===== src/rtl/pipe_skid_if.sv =====
// Valid/ready handshake bundle for one elastic pipeline stage.
// master: the environment side (drives the upstream offer and downstream accept).
// slave : the stage itself (accepts from upstream, presents to downstream).
interface pipe_skid_if #(
    parameter int DATA_W = 64
) ();
    logic              in_valid;
    logic              in_ready;
    logic [DATA_W-1:0] in_data;
    logic              out_valid;
    logic              out_ready;
    logic [DATA_W-1:0] out_data;

    modport master (
        output in_valid, in_data, out_ready,
        input  in_ready, out_valid, out_data
    );

    modport slave (
        input  in_valid, in_data, out_ready,
        output in_ready, out_valid, out_data
    );
endinterface


===== src/rtl/pipe_skid_reg.sv =====
// Elastic pipeline-stage register with optional 2-entry skid buffer.
// With SKID_EN=1 in_ready comes straight from a flop, so no ready path crosses
// the stage; with SKID_EN=0 the stage is a single entry with pass-through ready.
// flush squashes held and same-cycle beats; stall_cnt counts back-pressured cycles.
module pipe_skid_reg #(
    parameter int                DATA_W    = 64,
    parameter bit                SKID_EN   = 1'b1,
    parameter logic [DATA_W-1:0] RESET_VAL = {DATA_W{1'b0}},
    parameter int                CNT_W     = 16
) (
    input  logic             clk,
    input  logic             rst,
    input  logic             flush,
    pipe_skid_if.slave       bus,
    input  logic             stall_clr,
    output logic [CNT_W-1:0] stall_cnt
);

    typedef enum logic [1:0] {
        ST_EMPTY = 2'd0,
        ST_FULL  = 2'd1,
        ST_SKID  = 2'd2
    } state_e;

    localparam logic [CNT_W-1:0] CNT_MAX = {CNT_W{1'b1}};
    localparam logic [CNT_W-1:0] CNT_ONE = CNT_W'(1'b1);

    state_e            state_q, state_d;
    logic [DATA_W-1:0] main_q, main_d;
    logic [DATA_W-1:0] skid_q, skid_d;
    logic              out_valid_q, out_valid_d;
    logic              in_ready_q, in_ready_d;
    logic [CNT_W-1:0]  stall_cnt_q, stall_cnt_d;
    logic              in_ready_s;
    logic              acc_s;
    logic              rel_s;

    // Ready toward upstream: flopped when skidding, otherwise pass-through from downstream.
    assign in_ready_s = SKID_EN ? in_ready_q : (~out_valid_q | bus.out_ready);
    assign acc_s      = bus.in_valid & in_ready_s;
    assign rel_s      = out_valid_q & bus.out_ready;

    assign bus.in_ready  = in_ready_s;
    assign bus.out_valid = out_valid_q;
    assign bus.out_data  = main_q;
    assign stall_cnt     = stall_cnt_q;

    // Next-state, data-register and registered-handshake computation.
    always_comb begin
        state_d = state_q;
        main_d  = main_q;
        skid_d  = skid_q;
        if (flush) begin
            // Squash everything; data registers intentionally keep their contents.
            state_d = ST_EMPTY;
        end else begin
            case (state_q)
                ST_EMPTY: begin
                    if (acc_s) begin
                        main_d  = bus.in_data;
                        state_d = ST_FULL;
                    end else begin
                        state_d = ST_EMPTY;
                    end
                end
                ST_FULL: begin
                    if (acc_s && rel_s) begin
                        main_d  = bus.in_data;
                        state_d = ST_FULL;
                    end else if (acc_s) begin
                        if (SKID_EN) begin
                            skid_d  = bus.in_data;
                            state_d = ST_SKID;
                        end else begin
                            // Unreachable without skid: ready implies release when full.
                            state_d = ST_FULL;
                        end
                    end else if (rel_s) begin
                        state_d = ST_EMPTY;
                    end else begin
                        state_d = ST_FULL;
                    end
                end
                ST_SKID: begin
                    if (rel_s) begin
                        main_d  = skid_q;
                        state_d = ST_FULL;
                    end else begin
                        state_d = ST_SKID;
                    end
                end
                default: begin
                    state_d = ST_EMPTY;
                end
            endcase
        end
        out_valid_d = (state_d != ST_EMPTY);
        in_ready_d  = (state_d != ST_SKID);
    end

    // Saturating stall counter; clear wins over increment, flushed cycles are not counted.
    always_comb begin
        stall_cnt_d = stall_cnt_q;
        if (stall_clr) begin
            stall_cnt_d = {CNT_W{1'b0}};
        end else if (out_valid_q && !bus.out_ready && !flush && (stall_cnt_q != CNT_MAX)) begin
            stall_cnt_d = stall_cnt_q + CNT_ONE;
        end else begin
            stall_cnt_d = stall_cnt_q;
        end
    end

    // State, storage and counter registers with asynchronous reset.
    always_ff @(posedge clk or posedge rst) begin
        if (rst) begin
            state_q     <= ST_EMPTY;
            main_q      <= RESET_VAL;
            skid_q      <= RESET_VAL;
            out_valid_q <= 1'b0;
            in_ready_q  <= 1'b1;
            stall_cnt_q <= {CNT_W{1'b0}};
        end else begin
            state_q     <= state_d;
            main_q      <= main_d;
            skid_q      <= skid_d;
            out_valid_q <= out_valid_d;
            in_ready_q  <= in_ready_d;
            stall_cnt_q <= stall_cnt_d;
        end
    end

endmodule


===== src/flat_wrapper.sv =====
// flat-port wrapper written by rule: the top's interface ports become plain ports
module pipe_skid_reg_flat 
#(
    parameter int                DATA_W    = 64,
    parameter bit                SKID_EN   = 1'b1,
    parameter logic [DATA_W-1:0] RESET_VAL = {DATA_W{1'b0}},
    parameter int                CNT_W     = 16
)
  (clk, rst, flush, stall_clr, stall_cnt, bus_in_valid, bus_in_data, bus_out_ready, bus_in_ready, bus_out_valid, bus_out_data);
  pipe_skid_if #(.DATA_W(DATA_W)) bus_i ();
  input  logic clk;
  input  logic rst;
  input  logic flush;
  input  logic stall_clr;
  output logic [CNT_W-1:0] stall_cnt;
  input wire logic [$bits(bus_i.in_valid)-1:0] bus_in_valid;
  input wire logic [$bits(bus_i.in_data)-1:0] bus_in_data;
  input wire logic [$bits(bus_i.out_ready)-1:0] bus_out_ready;
  output wire logic [$bits(bus_i.in_ready)-1:0] bus_in_ready;
  output wire logic [$bits(bus_i.out_valid)-1:0] bus_out_valid;
  output wire logic [$bits(bus_i.out_data)-1:0] bus_out_data;
  assign bus_i.in_valid = bus_in_valid;
  assign bus_i.in_data = bus_in_data;
  assign bus_i.out_ready = bus_out_ready;
  assign bus_in_ready = bus_i.in_ready;
  assign bus_out_valid = bus_i.out_valid;
  assign bus_out_data = bus_i.out_data;
  pipe_skid_reg #(.DATA_W(DATA_W), .SKID_EN(SKID_EN), .RESET_VAL(RESET_VAL), .CNT_W(CNT_W)) u_core (.clk(clk), .rst(rst), .flush(flush), .bus(bus_i), .stall_clr(stall_clr), .stall_cnt(stall_cnt));
endmodule

===== config.mk =====
export PLATFORM = sky130hd
export DESIGN_NAME = pipe_skid_reg_flat
export DESIGN_NICKNAME = d
export VERILOG_FILES = /design/src/rtl/pipe_skid_if.sv /design/src/rtl/pipe_skid_reg.sv /design/src/flat_wrapper.sv
export SDC_FILE = /design/constraint.sdc
export NUM_CORES = 1
export LEC_CHECK = 0
export BUFFER_PORTS_ARGS = -buffer_cell sky130_fd_sc_hd__buf_2
export CAP_MARGIN = 0
export CORE_MARGIN = 2
export CORE_UTILIZATION = 54
export DETAILED_ROUTE_END_ITERATION = 6
export GPL_TIMING_DRIVEN = 0
export PLACE_DENSITY = 0.89
export SYNTH_ARGS = -nofsm -noshare
export SYNTH_HDL_FRONTEND = slang
export SYNTH_SLANG_ARGS = --single-unit
export TNS_END_PERCENT = 30

===== constraint.sdc =====
create_clock -name clk -period 5.85 [get_ports clk]
set_clock_uncertainty 0.1 [all_clocks]
set_input_delay 0.2925 -clock clk [delete_from_list [all_inputs] [get_ports clk]]
set_output_delay 0.2925 -clock clk [all_outputs]
set_load 0.05 [all_outputs]

---- Yosys cells after proc, flatten, opt, wreduce, memory -nomap -nowiden ----
Index checks and enable logic that the tools add are counted.
Widths: inputs -> output; s select.
storage, ports and cells
  register bits after elaboration ......... 148
  input bits .............................. 70
  output and inout bits ................... 82
operators by class
  add/subtract/negate cells ............... 1
  equality and inequality tests ........... 7
  multiplexer cells ....................... 13
  bitwise gates (word level) .............. 4
  reduce and logical (&&, ||, !) cells .... 12
operators with widths
  kind                   number
  $mux 64                3
  $pmux 64 s3            1
  $mux 16                2
  $add 16x1->16 const B  1
  $ne 16x16->1 const B   1
  $mux 2                 4
  $ne 2x1->1 const B     3
  $pmux 2 s3             1
  $reduce_and 5->1       1
  $logic_and 1x1->1      4
  $reduce_and 4->1       1
  $reduce_bool 2->1      2
  $reduce_bool 3->1      1
  $and 1x1->1            2
  $eq 2x1->1 const B     1
  $eq 2x2->1 const B     1
  $logic_not 1->1        2
  $logic_not 2->1        1
  $mux 1                 2
  $ne 2x2->1 const B     1
  $not 1->1              2

---- Logic depth before layout (Yosys ltp) ----
  depth after elaboration ................. 7
  gate-level depth with buffers ........... 7

---- Worst setup path before layout ----
No wires, ideal clock.
  path kind ............................... register to register
  start ................................... reg u_core.stall_cnt_q[0] (netlist: u_core.stall_cnt[0])
  end ..................................... reg u_core.stall_cnt_q[2] (netlist: u_core.stall_cnt[2])
  arrival ................................. 2.187 ns
  data required time ...................... 5.623 ns
  path slack .............................. 3.435 ns
  stages on the path, launching flop included .. 7
  path buffers ............................ 1
  period minus slack after synthesis ...... 2.415 ns
  path through ............................ dfrtp_1 -> ha_1 -> nand4_1 -> or4_1 -> clkbuf_1 -> nand3_1 -> mux2_1
between the ends
  word-level cells in the longest chain between the ends .. 3
ends and longest elaborated chain
  what                                                  RTL line                                    RTL
  from (decl)                                           pipe_skid_reg.sv:33                         logic [CNT_W-1:0] stall_cnt_q, stall_cnt_d;
  from (signal assigned)                                pipe_skid_reg.sv:121                        stall_cnt_q <= {CNT_W{1'b0}};
  from (signal assigned)                                pipe_skid_reg.sv:128                        stall_cnt_q <= stall_cnt_d;
  $add 16x1->16 / $ne 16x16->1 (equally long branches)  pipe_skid_reg.sv:107, pipe_skid_reg.sv:106
  $mux 16 / $logic_and 1x1->1 (equally long branches)   pipe_skid_reg.sv:106                        end else if (out_valid_q && !bus.out_ready && !flush && (stall_cnt_q != CNT_MAX)) begin
  $mux 16 / $reduce_bool 2->1 (equally long branches)   --
Several ways; a longest one is shown, not always the timed one. The select of a mux whose other input is x is not followed.
A chain may end at the register's enable or synchronous reset.

---- Final worst setup path ----
  start ................................... reg u_core.in_ready_q (netlist: u_core.bus.in_ready)
  end ..................................... reg u_core.main_q[4] (netlist: u_core.bus.out_data[4])
between the ends
  word-level cells in the longest chain between the ends .. 4
ends and longest elaborated chain
  what                                   RTL line              RTL
  from (decl)                            pipe_skid_reg.sv:32   logic in_ready_q, in_ready_d;
  from (signal assigned)                 pipe_skid_reg.sv:127  in_ready_q <= in_ready_d;
  $and 1x1->1 (*)                        pipe_skid_reg.sv:40   assign acc_s = bus.in_valid & in_ready_s;
  $logic_and 1x1->1                      pipe_skid_reg.sv:67   if (acc_s && rel_s) begin
  $ne 2x1->1 (no source line)            --
  $reduce_and 5->1 (no source line) (*)  --
  to (signal assigned)                   pipe_skid_reg.sv:124  main_q <= main_d;
  to (decl)                              pipe_skid_reg.sv:29   logic [DATA_W-1:0] main_q, main_d;
Mark *: on every way between the ends. The rest lies on a longest branch, timed or not.

==> impl_metrics.env <==
export IMPL_drt_wl_total_um=14600
export IMPL_final_cells=801
export IMPL_p_clk_share_pct=27.8
export IMPL_crit_family="compound AO/OA/AOI/OAI gates"
export IMPL_crit_path_cell_trace="and3b_1, o21ai_1, a21oi_2, clkbuf_1, mux2_2"
export IMPL_final_util_pct=68.9
export IMPL_antenna_diode_count=0
export IMPL_gr_total_overflow=0
export IMPL_fin_setup_tns_ns=0
export IMPL_clock_path_buffers=2
export IMPL_via_per_inst=5.72
export IMPL_ys_ff_latch=148
export IMPL_cts_resized=0
export IMPL_crit_fanout=10
export IMPL_status="complete, no violations"
export IMPL_cts_hold_buf=7
export IMPL_arrival_ns=2.79
export IMPL_io_buffers=150
export IMPL_seqPwrFrac_pct=39.6
export IMPL_worst_slew_pin_slew_ns=0.653
export IMPL_syn_area_per_cell_um2=14.2
export IMPL_die_h_um=115
export IMPL_grt_pass1_vias=4915
export IMPL_clockRootBuffer="clkbuf_16"
export IMPL_dp_hpwl_um=9930
export IMPL_clk_pin_slew_worst_paths_ns=0.06
export IMPL_final_nets=712
export IMPL_place_area_um2=7560
export IMPL_p_comb_share_pct=32.6
export IMPL_hold_viol=0
export IMPL_drive_gt1_share_pct=59.5
export IMPL_cts_buffers=17
export IMPL_min_from="bus_in_data[27]"
export IMPL_setup_violations=0
export IMPL_start_kind="flip-flop"
export IMPL_yosysSeqAreaShare_pct=56.2
export IMPL_synth_area_leaders="dfrtp_1 56%, mux2_2 33%, a21oi_1 1.1%, or4_1 1.0%, nand3_1 0.91%"
export IMPL_grt_antenna_before_repair=0
export IMPL_drt_iter0_drc=402
export IMPL_gp_congestion=0.854
export IMPL_dpl_cell_count=762
export IMPL_final_min_clock_period_ns=2.58
export IMPL_drv_cap=0
export IMPL_grt_util_all_layers_pct=23.4
export IMPL_synth_nets=535
export IMPL_switching_share_pct=36.5
export IMPL_max_stage_delay_ns=0.55
export IMPL_p_total_mw=4.00
export IMPL_switching_power_mw=1.46
export IMPL_worstReg2RegEnd="u_core.bus.out_data[4]$_DFFE_PP0P_"
export IMPL_timing_fmax_mhz=387
export IMPL_die_area_um2=13100
export IMPL_grt_setup_unrepaired="false"
export IMPL_drtAntennaViolNets=0
export IMPL_synth_distinct_cells=40
export IMPL_rrSetupSlack_ns=3.27
export IMPL_syn_area_um2=6600
export IMPL_start_util_pct=55.2
export IMPL_finish_instance_area_um2=8240
export IMPL_io_pins=152
export IMPL_crit_buf_inv=1
export IMPL_cts_tree="built"
export IMPL_post_cts_setup_buffers=0
export IMPL_crit_slowest_cell="dfstp_2"
export IMPL_fin_hold_ws_ns=0.0125
export IMPL_p_leak_nw=3.77
export IMPL_relSlewSlack_pct=56.0
export IMPL_grt_max_degree=79
export IMPL_r2r_start="u_core.bus.in_ready$_DFF_PP1_"
export IMPL_min_path_type="in -> reg"
export IMPL_whs_path_depth=2
export IMPL_wl_per_cell_um=18.2
export IMPL_fin_ws_ns=3.27
export IMPL_drt_first_pass_iters=6
export IMPL_coreArea_um2=12000
export IMPL_min_to="u_core.skid_q[27]$_DFFE_PP0P_"
export IMPL_dr_total_vias=4581
export IMPL_num_rows=40
export IMPL_dpl_worst_slack_ns=3.25
export IMPL_ir_drop_mv=0.320
export IMPL_clkSinkCount=148
export IMPL_synth_top_cell_area_share_pct=55.8
export IMPL_critPathCaptureType="flip-flop"
export IMPL_maxSlewViolCount=0
export IMPL_clock_latency_ns=0.42
export IMPL_synth_largest_area_cell="dfrtp_1"
export IMPL_grt_pass1_wl_um=23700
export IMPL_p_int_mw=2.54
export IMPL_die_x_um=115
export IMPL_ff2ff_path_depth=5
export IMPL_crit_required_ns=6.05
export IMPL_htree_levels=4
export IMPL_ys_warn_count=0
export IMPL_drc=0
export IMPL_netlist_instances=464
export IMPL_crit_type="reg -> reg"
export IMPL_power_density_nw_per_um2=486
export IMPL_fin_crit_sh_pct=44.2
export IMPL_area_delta_synth_final_pct=24.8
## layout by cell type (no fill, tap or decap), drive strengths merged, types with 2 or more instances in the layout
| cell | netlist | final |
|---|---|---|
| nor4 | 2 | 2 |
| or2 | 2 | 2 |
| or3 | 3 | 3 |
| a21oi | 15 | 15 |
| buf | 10 | 161 |
| nand4 | 5 | 5 |
| nor2 | 6 | 6 |
| mux2 | 195 | 195 |
| o21ai | 4 | 4 |
| nor4b | 2 | 2 |
| nor2b | 3 | 3 |
| dfrtp | 147 | 147 |
| inv | 5 | 6 |
| bufinv | 0 | 3 |
| clkinv | 0 | 6 |
| o31ai | 8 | 8 |
| or4 | 9 | 9 |
| clkbuf | 16 | 37 |
| nand3 | 12 | 12 |
| nor3b | 2 | 2 |
| dlygate4sd3 | 0 | 7 |
| nand2 | 4 | 4 |
## registers in the layout, summed over array words and instances (netlist names)
signal,flops
u_core.stall_cnt,16
u_core.skid_q,64
u_core.bus.out_valid,1
u_core.bus.in_ready,1
u_core.state_q,2
u_core.bus.out_data,64
## final cells by class
cell class	count	area [um^2]
plain buffers	26	114
clock buffers	21	450
clock inverters	11	151
fillers	809	3720
inverters	5	23.8
multi-input cells	285	2760
flip-flops and latches	148	3700
well taps	147	184
repair buffers	158	848
## how the worst max path moves through the flow
stage,start,end,slack [ns],cells after the start
finish,u_core.bus.in_ready$_DFF_PP1_,u_core.bus.out_data[4]$_DFFE_PP0P_,3.27,5
global route,u_core.stall_cnt[0]$_DFFE_PP0P_,u_core.stall_cnt[1]$_DFFE_PP0P_,3.12,7
CTS,u_core.bus.in_ready$_DFF_PP1_,u_core.bus.out_data[4]$_DFFE_PP0P_,3.25,5
detailed placement,u_core.bus.in_ready$_DFF_PP1_,u_core.bus.out_data[9]$_DFFE_PP0P_,3.25,5
global placement,rst,u_core.skid_q[34]$_DFFE_PP0P_,0.11,2
floorplan,rst,u_core.bus.out_data[0]$_DFFE_PP0P_,1.48,1
## cells by family (layout without fill, tap and decap cells)
logic type	after synthesis	in the layout	share of synthesized area, %
mux	195	195	33.3
flops	148	148	56.2
simple gates	56	56	5.20
compound gates	33	33	3.17
buf+inv	31	221	2.01
fa+ha+maj	1	1	0.190
## power groups by stage
stage               registers [mW]  clock network [mW]  logic [mW]
finish                        1.59                1.11        1.31
global route                  1.63                1.17        1.38
floorplan                     2.12                   0       0.445
CTS                           1.58                1.13        1.32
detailed placement            1.59                   0        1.31
global placement              1.56                   0        1.27
## routing by layer
layer | vias to the layer above | routed length [um] | GRT usage [%]
met4 | 0 | 268 | 8.86
li1 | 2064 | - | -
met2 | 164 | 7520 | 40.1
met5 | - | 0 | 0
met3 | 28 | 960 | 7.57
met1 | 2325 | 5840 | 27.3
## cells in the mapped netlist
| library cell | count |
|---|---|
| buf_1 | 2 |
| and4_1 | 1 |
| buf_6 | 1 |
| buf_2 | 7 |
| nor2b_1 | 3 |
| o21ai_0 | 3 |
| or2_2 | 1 |
| or3_1 | 3 |
| nand3_1 | 12 |
| o21a_1 | 1 |
| and3b_1 | 1 |
| inv_1 | 5 |
| nor2_1 | 6 |
| a21oi_2 | 1 |
| ha_1 | 1 |
| nor4b_1 | 2 |
| o31ai_1 | 8 |
| nand4b_1 | 1 |
| nand4_1 | 5 |
| nor3b_1 | 1 |
| nor4_1 | 2 |
| nor3_1 | 1 |
| o21bai_1 | 1 |
| and3_1 | 1 |
| or2_1 | 1 |
| clkbuf_1 | 16 |
| mux2_1 | 1 |
| a31o_2 | 1 |
| o41ai_1 | 1 |
| dfstp_2 | 1 |
| dfrtp_1 | 147 |
| o21ai_1 | 1 |
| nand2_1 | 4 |
| nor3b_2 | 1 |
| or4_1 | 9 |
| a22oi_1 | 1 |
| or3b_1 | 1 |
| mux2_2 | 194 |
| a21bo_2 | 1 |
| a21oi_1 | 14 |
No activity file was read; power rests on OpenSTA's default activity.
